**config.mk**
```make
export PLATFORM = sky130hd
export DESIGN_NAME = usr_seq
export DESIGN_NICKNAME = d
export VERILOG_FILES = /design/src/rtl/usr_pkg.sv /design/src/rtl/usr_seq.sv
export SDC_FILE = /design/constraint.sdc
export NUM_CORES = 1
export LEC_CHECK = 0
export ABC_CLOCK_PERIOD_IN_PS = 4200
export BUFFER_PORTS_ARGS = -buffer_cell sky130_fd_sc_hd__buf_2
export CORE_ASPECT_RATIO = 1.25
export CORE_UTILIZATION = 55
export DETAILED_ROUTE_END_ITERATION = 7
export PLACE_DENSITY = 0.83
export SYNTH_ARGS = -nofsm -noshare
export SYNTH_HDL_FRONTEND = slang
export SYNTH_SLANG_ARGS = --single-unit
```
**constraint.sdc**
```tcl
create_clock -name clk -period 4.2 [get_ports clk]
set_input_delay 0.84 -clock clk [delete_from_list [all_inputs] [get_ports clk]]
set_output_delay 0.84 -clock clk [all_outputs]
set_load 0.02 [all_outputs]
```
**src/rtl/usr_pkg.sv**
```systemverilog
// Shared definitions for the universal shift register sequencer and its datapath.
// Select codes double as command opcodes, so both sides decode the same values.
package usr_pkg;

    localparam logic [1:0] SEL_HOLD = 2'b00;
    localparam logic [1:0] SEL_SHR  = 2'b01;
    localparam logic [1:0] SEL_SHL  = 2'b10;
    localparam logic [1:0] SEL_LOAD = 2'b11;

    typedef enum logic [1:0] {
        ST_IDLE   = 2'b00,
        ST_RUN    = 2'b01,
        ST_SETTLE = 2'b10,
        ST_RESP   = 2'b11
    } usr_seq_state_t;

endpackage

```
**src/rtl/usr_seq.sv**
```systemverilog
// Command sequencer for a WIDTH-bit universal shift register: runs one
// hold/shift/load command at a time and reports final contents plus exited bits.
module usr_seq
    import usr_pkg::*;
#(
    parameter int  WIDTH = 4,
    localparam int CNT_W = $clog2(WIDTH + 1)
) (
    input  logic             clk,
    input  logic             rst_n,
    input  logic             cmd_valid,
    output logic             cmd_ready,
    input  logic [1:0]       cmd_op,
    input  logic [CNT_W-1:0] cmd_count,
    input  logic [WIDTH-1:0] cmd_data,
    output logic [1:0]       usr_select,
    output logic [WIDTH-1:0] usr_d_in,
    output logic             usr_serial_l,
    output logic             usr_serial_r,
    input  logic [WIDTH-1:0] usr_q,
    output logic             rsp_valid,
    input  logic             rsp_ready,
    output logic [WIDTH-1:0] rsp_data,
    output logic [WIDTH-1:0] rsp_out_bits
);

    usr_seq_state_t   state_q, state_d;
    logic             cmd_ready_q, cmd_ready_d;
    logic [1:0]       op_q, op_d;
    logic [WIDTH-1:0] data_q, data_d;
    logic [CNT_W-1:0] n_q, n_d;
    logic [CNT_W-1:0] idx_q, idx_d;
    logic [WIDTH-1:0] out_bits_q, out_bits_d;
    logic [WIDTH-1:0] rsp_data_q, rsp_data_d;

    logic             accept;
    logic             last_run;
    logic             is_shift;
    logic             cur_data_bit;
    logic             exit_bit;
    logic [CNT_W-1:0] cmd_eff_count;

    // Loads always take one cycle; oversize shift counts clamp at the register width.
    function automatic logic [CNT_W-1:0] eff_count(input logic [1:0] op,
                                                   input logic [CNT_W-1:0] cnt);
        if (op == SEL_LOAD) begin
            return CNT_W'(1);
        end else if (cnt > CNT_W'(WIDTH)) begin
            return CNT_W'(WIDTH);
        end else begin
            return cnt;
        end
    endfunction

    assign accept        = (state_q == ST_IDLE) && cmd_ready_q && cmd_valid;
    assign cmd_eff_count = eff_count(cmd_op, cmd_count);
    assign last_run      = ((idx_q + CNT_W'(1)) == n_q);
    assign is_shift      = (op_q == SEL_SHR) || (op_q == SEL_SHL);
    assign exit_bit      = (op_q == SEL_SHR) ? usr_q[0] : usr_q[WIDTH-1];

    always_comb begin
        cur_data_bit = 1'b0;
        for (int i = 0; i < WIDTH; i++) begin
            if (idx_q == CNT_W'(i)) begin
                cur_data_bit = data_q[i];
            end
        end
    end

    // State register
    always_ff @(posedge clk or negedge rst_n) begin
        if (!rst_n) begin
            state_q     <= ST_IDLE;
            cmd_ready_q <= 1'b0;
            op_q        <= SEL_HOLD;
            data_q      <= '0;
            n_q         <= '0;
            idx_q       <= '0;
            out_bits_q  <= '0;
            rsp_data_q  <= '0;
        end else begin
            state_q     <= state_d;
            cmd_ready_q <= cmd_ready_d;
            op_q        <= op_d;
            data_q      <= data_d;
            n_q         <= n_d;
            idx_q       <= idx_d;
            out_bits_q  <= out_bits_d;
            rsp_data_q  <= rsp_data_d;
        end
    end

    // Next-state logic
    always_comb begin
        state_d = state_q;
        case (state_q)
            ST_IDLE: begin
                if (accept) begin
                    state_d = (cmd_eff_count == '0) ? ST_SETTLE : ST_RUN;
                end
            end
            ST_RUN: begin
                if (last_run) begin
                    state_d = ST_SETTLE;
                end
            end
            ST_SETTLE: state_d = ST_RESP;
            ST_RESP: begin
                if (rsp_ready) begin
                    state_d = ST_IDLE;
                end
            end
            default: state_d = ST_IDLE;
        endcase
    end

    // Command latch, run index, exit-bit capture and response sampling
    always_comb begin
        cmd_ready_d = cmd_ready_q;
        op_d        = op_q;
        data_d      = data_q;
        n_d         = n_q;
        idx_d       = idx_q;
        out_bits_d  = out_bits_q;
        rsp_data_d  = rsp_data_q;
        case (state_q)
            ST_IDLE: begin
                cmd_ready_d = 1'b1;
                if (accept) begin
                    cmd_ready_d = 1'b0;
                    op_d        = cmd_op;
                    data_d      = cmd_data;
                    n_d         = cmd_eff_count;
                    idx_d       = '0;
                    out_bits_d  = '0;
                end
            end
            ST_RUN: begin
                idx_d = idx_q + CNT_W'(1);
                if (is_shift) begin
                    for (int i = 0; i < WIDTH; i++) begin
                        if (idx_q == CNT_W'(i)) begin
                            out_bits_d[i] = exit_bit;
                        end
                    end
                end
            end
            ST_SETTLE: rsp_data_d = usr_q;
            ST_RESP: begin
                if (rsp_ready) begin
                    cmd_ready_d = 1'b1;
                end
            end
            default: ;
        endcase
    end

    // Outputs decode from registered state only, so reset clears them at once.
    always_comb begin
        usr_select   = SEL_HOLD;
        usr_d_in     = '0;
        usr_serial_l = 1'b0;
        usr_serial_r = 1'b0;
        if (state_q == ST_RUN) begin
            usr_select = op_q;
            case (op_q)
                SEL_SHR:  usr_serial_l = cur_data_bit;
                SEL_SHL:  usr_serial_r = cur_data_bit;
                SEL_LOAD: usr_d_in     = data_q;
                default: ;
            endcase
        end
    end

    assign cmd_ready    = cmd_ready_q;
    assign rsp_valid    = (state_q == ST_RESP);
    assign rsp_data     = rsp_data_q;
    assign rsp_out_bits = out_bits_q;

endmodule

```
==> summary.txt, run 1 <==
Num rows: 19
Clk_skew: 0.00587 ns
CP max-delay cell: dfrtp_1
Synth cell types: 31
Nets: 189
Relative slew margins: 0.632
Post-DP HPWL: 1980 µm
Worst Setup SP: idx_q[0]
P_sw: 0.508 mW
PwrDens: 753 nW/µm²
WP buf/inv: 1
Worst reg-to-reg setup slack: 2.29 ns
GR Overflow Total: 0
Delay-heaviest family, CP: flip-flops
Vias per inst: 5.43
Worst-Skew Late Latency: 0.32 ns
CTS Buf Count: 3
Stages on the worst setup path: 6
Dpl ws: 1.85 ns
Routed WL: 2460 µm
Core Util, Final: 0.683
Reg-to-reg startpoint: state_q[0]
Clk pwr share: 0.090
Syn nets: 153
Die ar.: 2550 µm²
Crit start category: register
Post-route DRC violation count: 0
Worst hold margin: 0.473 ns
Most used cell, CP: ha_1
Synth Area in Simple Gates: 0.100
Crit Path Class: reg2out
Worst R2R End: state_q[1]
Critical Path RT: 3.36 ns
CP arrival: 1.88 ns
Core Region: 2210 µm²
# resized after CTS: 0
Maximum vdd drop: 563 µV
HP Class: in2async
Slew at the pin closest to its max-slew limit: 0.549 ns
CTS Root Cell: clkbuf_4
Max frequency: 0.367 GHz
Min cycle time layout: 2.72 ns
Pre-Repair DR Iteration Count: 4
Avg Cell Area, Syn: 10.5 µm²
Synth Area in Compound Gates: 0.153
Final worst slack: 1.48 ns
Critical Path Max Stage Delay: 0.46 ns
Max-cap viol count: 0
Slew Viols, Final: 0
Register area share after synthesis: 0.444
Routed WL per cell: 13.0 µm
H-tree depth: 1
GRT Util Overall: 0.217
Die W: 45.4 µm
Largest net degree at the start of global routing: 24
Antenna cells: 0
Pint: 0.628 mW
Final Cycle Share: 0.648
Die Y: 56.3 µm
Clock Pin Slew Worst Setup and Hold Paths: 0.13 ns
Setup TNS: 0 ns
Layout cells sized above 1: 0.316
Most common cell after layout, fill and taps aside: buf_2
Leak Pwr: 0.792 nW
Via Count: 1026
Initial DRC Count: 17
Gpl congestion: 0.891
Layout overhead on the synthesized area: 16.6%
Final Hold Viols: 0
RSZ-0062 raised after global routing: false
Crit path max fanout: 6
Status: finished clean
Final Setup Violations: 0
Yosys warnings: 0
ANT nets after route: 0
Gate power share: 0.552
First-pass GRT wire length: 4110 µm
Cells after DPL: 185
Final non-filler cell total: 189
Post-synthesis cell count: 123
CTS tree: done
Adder-cell share of the synthesized area: 0.126
Port Buffers: 34
XOR/XNOR Fraction of Synth Area: 0.0203
FF-to-FF path depth: 6
Sw Share: 0.447
Top Ports: 35
Setup bufs post-CTS: 0
Largest family of logic cells by synthesized area: compound AO/OA/AOI/OAI gates
CTS max path bufs: 2
Post-Syn Area: 1290 µm²
Worst setup EP type: primary output
Critical Path Sink: usr_serial_l
Mux cell area share after synthesis: 0.111
Vias in the first global route: 986
Yosys reg bits: 23
Seq pwr share: 0.358
Worst-path cell chain: ha_1 -> ha_1 -> a211oi_1 -> a22o_1 -> and3_1 -> buf_2
Initial antenna violation count: 0
Initial core utilization: 0.586
Post-CTS Hold Fix Bufs: 0
Most frequent cells in the layout: buf_2, dfrtp_1, ha_1
Clk sinks: 23
==> cell type report <==
cell class | instances | area [µm²]
sequential | 23 | 576
clock buffer | 3 | 22.5
clock inverter | 1 | 5.00
timing repair buffer | 34 | 170
fill | 189 | 701
tap | 31 | 38.8
inverter | 10 | 37.5
multi-input combinational | 87 | 661
==> layer usage <==
metal / part of all wire / global-route usage / vias to the layer above
li1: - / - / 504
met1: 0.43 / 0.270 / 487
met2: 0.51 / 0.353 / 28
met3: 0.033 / 0.0257 / 7
met4: 0.025 / 0.113 / 0
met5: 0 / 0 / -
==> worst reg2reg max path: stages (launching register included) <==
cell and delay [ns]:
dfrtp_1 0.42, inv_1 0.13, ha_1 0.28, nand3_2 0.30
a21oi_1 0.23, o21ai_1 0.13, mux2_1 0.33
==> state kept, by name, indices dropped and copies added (netlist names) <==
name	flops
data_q	4
rsp_data	4
rsp_out_bits	4
idx_q	3
n_q	3
op_q	2
state_q	2
cmd_ready	1
==> power groups by stage <==
stage,logic (mW),registers [mW],clock network [mW]
finish,0.627,0.407,0.102
global route,0.705,0.418,0.111
CTS,0.630,0.405,0.104
global placement,0.603,0.406,0
detailed placement,0.628,0.411,0
floorplan,0.453,0.429,0
==> synth_stat cells <==
cell type  count  area share
dfrtp_1       23        0.44
ha_1          13        0.13
o21ai_0       11       0.043
inv_1         10       0.029
mux2_2        10       0.087
nand2_1       10       0.029
a21oi_1        7       0.027
and3_1         6       0.029
nor2_1         6       0.017
o41ai_1        4       0.027
mux2i_1        2       0.015
xnor2_1        2       0.014
a211oi_1       1      0.0058
a21bo_2        1      0.0077
a21o_1         1      0.0058
a22o_1         1      0.0068
a32o_1         1      0.0077
buf_2          1      0.0039
buf_6          1      0.0087
clkbuf_2       1      0.0039
mux2_1         1      0.0087
nand2b_1       1      0.0048
nand3_1        1      0.0039
nand3_2        1      0.0077
nor2b_1        1      0.0048
nor3_1         1      0.0039
o211ai_1       1      0.0058
o21a_1         1      0.0058
o21ai_1        1      0.0039
o22a_1         1      0.0068
xor2_1         1      0.0068
==> how the worst min path moves through the flow <==
stage                 endpoint  slack [ns]  cells past startpoint
5_1_grt        rsp_out_bits[3]        0.50                      1
3_5_place_dp       rsp_data[1]        0.49                      1
6_report       rsp_out_bits[3]        0.47                      1
2_1_floorplan           n_q[1]        0.47                      2
3_3_place_gp       rsp_data[2]        0.48                      1
4_1_cts        rsp_out_bits[3]        0.49                      1
==> kinds of logic after synthesis <==
family	after synthesis
buf+inv	13
flops	23
compound gates	31
fa+ha+maj	13
xor+xnor	3
mux	13
simple gates	27
==> through the flow <==
step,power [mW],instance area (µm²)
4_1_cts,1.14,1510
6_report,1.14,1510
3_3_place_gp,1.01,1480
3_5_place_dp,1.04,1480
5_1_grt,1.24,1510
2_1_floorplan,0.882,1290
Note: power is estimated with default switching activity, not from simulation.
==> inputs of run 2 (changes only) <==
ABC_CLOCK_PERIOD_IN_PS = 2400   (was 4200)
CORE_UTILIZATION = 46   (was 55)
PLACE_DENSITY = 0.74   (was 0.83)
clock period = 2.4 ns   (was 4.2 ns; I/O delays follow)
==> summary.txt, run 2 (synthesis results as in run 1) <==
Status: finished clean
Layout cells sized above 1: 0.338 (+0.0210)
Num rows: 21 (+2)
CTS tree: done
Clk sinks: 23 (unchanged)
Worst-Skew Late Latency: 0.30 ns (-0.02 ns)
Crit path max fanout: 4 (-2)
Nets: 191 (+1.1%)
Leak Pwr: 0.797 nW (+0.63%)
Via Count: 1039 (+1.3%)
Most frequent cells in the layout: buf_2, dfrtp_1, ha_1
Critical Path RT: 1.92 ns (-1.44 ns)
ANT nets after route: 0 (unchanged)
Core Region: 2680 µm² (+21%)
Die Y: 61.3 µm (+9.0%)
Routed WL per cell: 13.1 µm (+1.0%)
CP arrival: 1.80 ns (-0.08 ns)
Clock Pin Slew Worst Setup and Hold Paths: 0.13 ns (about the same)
RSZ-0062 raised after global routing: false
GR Overflow Total: 0 (unchanged)
Crit Path Class: reg2out
Top Ports: 35 (unchanged)
CP max-delay cell: dfrtp_2
Largest net degree at the start of global routing: 24 (unchanged)
Critical Path Max Stage Delay: 0.45 ns (about the same)
Final Cycle Share: 0.950
CTS Root Cell: clkbuf_4
Max frequency: 0.439 GHz
Worst R2R End: state_q[1]
Vias per inst: 5.36 (-1.3%)
Worst-path cell chain: ha_1 -> ha_1 -> a211oi_2 -> a22o_1 -> and3_1 -> buf_2
Die ar.: 3030 µm² (+19%)
Most used cell, CP: ha_1
Initial core utilization: 0.483 (-0.103)
Maximum vdd drop: 822 µV (+46%)
GRT Util Overall: 0.181 (-0.0354)
Initial antenna violation count: 0 (unchanged)
CTS max path bufs: 2 (unchanged)
Slew Viols, Final: 0 (unchanged)
First-pass GRT wire length: 4150 µm (+0.83%)
Port Buffers: 34 (unchanged)
Die W: 49.5 µm (+8.9%)
Crit start category: register
Layout overhead on the synthesized area: 18.6%
Slew at the pin closest to its max-slew limit: 0.556 ns (+0.00674 ns)
H-tree depth: 1 (unchanged)
Clk_skew: 0.0114 ns (+0.00552 ns)
Vias in the first global route: 1007 (+2.1%)
Post-CTS Hold Fix Bufs: 0 (unchanged)
CTS Buf Count: 3 (unchanged)
Routed WL: 2550 µm (+3.7%)
Pre-Repair DR Iteration Count: 4 (unchanged)
Gpl congestion: 0.809 (-9.2%)
Relative slew margins: 0.628 (-0.00451)
FF-to-FF path depth: 6 (unchanged)
Most common cell after layout, fill and taps aside: buf_2
Core Util, Final: 0.573 (-0.110)
Antenna cells: 0 (unchanged)
Filler cell count: 257 (+36%)
Initial DRC Count: 20 (+3)
Post-DP HPWL: 2010 µm (+1.7%)
Reg-to-reg startpoint: idx_q[0]
Min cycle time layout: 2.28 ns
Worst reg-to-reg setup slack: 0.54 ns (-1.75 ns)
Final Hold Viols: 0 (unchanged)
Final Setup Violations: 0 (unchanged)
Post-route DRC violation count: 0 (unchanged)
Worst setup EP type: primary output
Setup TNS: 0 ns (unchanged)
Max-cap viol count: 0 (unchanged)
HP Class: in2async
PwrDens: 1310 nW/µm² (+74%)
## run 2: changes by cell type in the layout (fill, tap and decap cells not counted)
| cell | before | now |
|---|---|---|
| buf_4 | 0 | 2 |
| a211oi_1 | 1 | 0 |
| a211oi_2 | 0 | 1 |
| clkbuf_1 | 0 | 1 |
| clkinv_2 | 1 | 0 |
| dfrtp_1 | 23 | 22 |
| dfrtp_2 | 0 | 1 |
| ha_1 | 13 | 12 |
| ha_2 | 0 | 1 |
## run 2: layout make-up
class / instances / area, µm² / share of cell area
clock buffer: 4 / 26.3 / 0.0171
tap: 34 / 42.5 / 0.0277
sequential: 23 / 577 / 0.375
timing repair buffer: 36 / 185 / 0.121
inverter: 10 / 37.5 / 0.0244
multi-input combinational: 87 / 668 / 0.435
## run 2: layer usage
layer	up-vias	global-route usage	part of all wire
met2	26	0.354	0.54
li1	508	-	-
met5	-	0	0
met3	4	0.0247	0.038
met4	0	0.0857	0.014
met1	501	0.195	0.41
## run 2: how the worst max path moves through the flow
stage | from | end | slack (ns) | cells after the start
after floorplan | idx_q[0] | usr_serial_l | 0.53 | 5
after global placement | idx_q[0] | usr_serial_r | 0.47 | 6
after detailed placement | idx_q[0] | usr_serial_l | 0.40 | 6
after CTS | idx_q[0] | usr_serial_l | 0.05 | 6
after global routing | idx_q[0] | usr_serial_l | 0.05 | 6
final | idx_q[0] | usr_serial_l | 0.12 | 6
## run 2: through the flow
stage | worst slack [ns] | hold slack (ns) | power [mW] | cell area (µm²) | std cells
final | 0.121 | 0.127 | 2.01 | 1540 | 194
after global placement | 0.467 | 0.478 | 1.78 | 1490 | 189
after detailed placement | 0.399 | 0.486 | 1.82 | 1490 | 189
after floorplan | 0.530 | 0.184 | 1.54 | 1290 | 123
after global routing | 0.0483 | 0.147 | 2.19 | 1540 | 194
after CTS | 0.0487 | 0.140 | 2.00 | 1520 | 193
## run 2: worst max-delay path: cells and delay by family (launching register included)
kind            cells  cell delay (ns)
fa+ha+maj           2             0.42
compound gates      2             0.31
simple gates        1             0.15
flops               1             0.45
buf+inv             1             0.16
## run 2: power by group
group          switching [mW]  total [mW]  leakage (nW)  internal [mW]
Combinational           0.636        1.13         0.500          0.496
Sequential              0.141       0.708         0.282          0.567
Clock                   0.110       0.174        0.0150         0.0647
Total                   0.887        2.01         0.797           1.13
## run 2: timing repair
item / CTS / global route
buffers inserted: 0 / 1
gates resized for setup: 0 / 3
setup endpoints to repair: 0 / 4
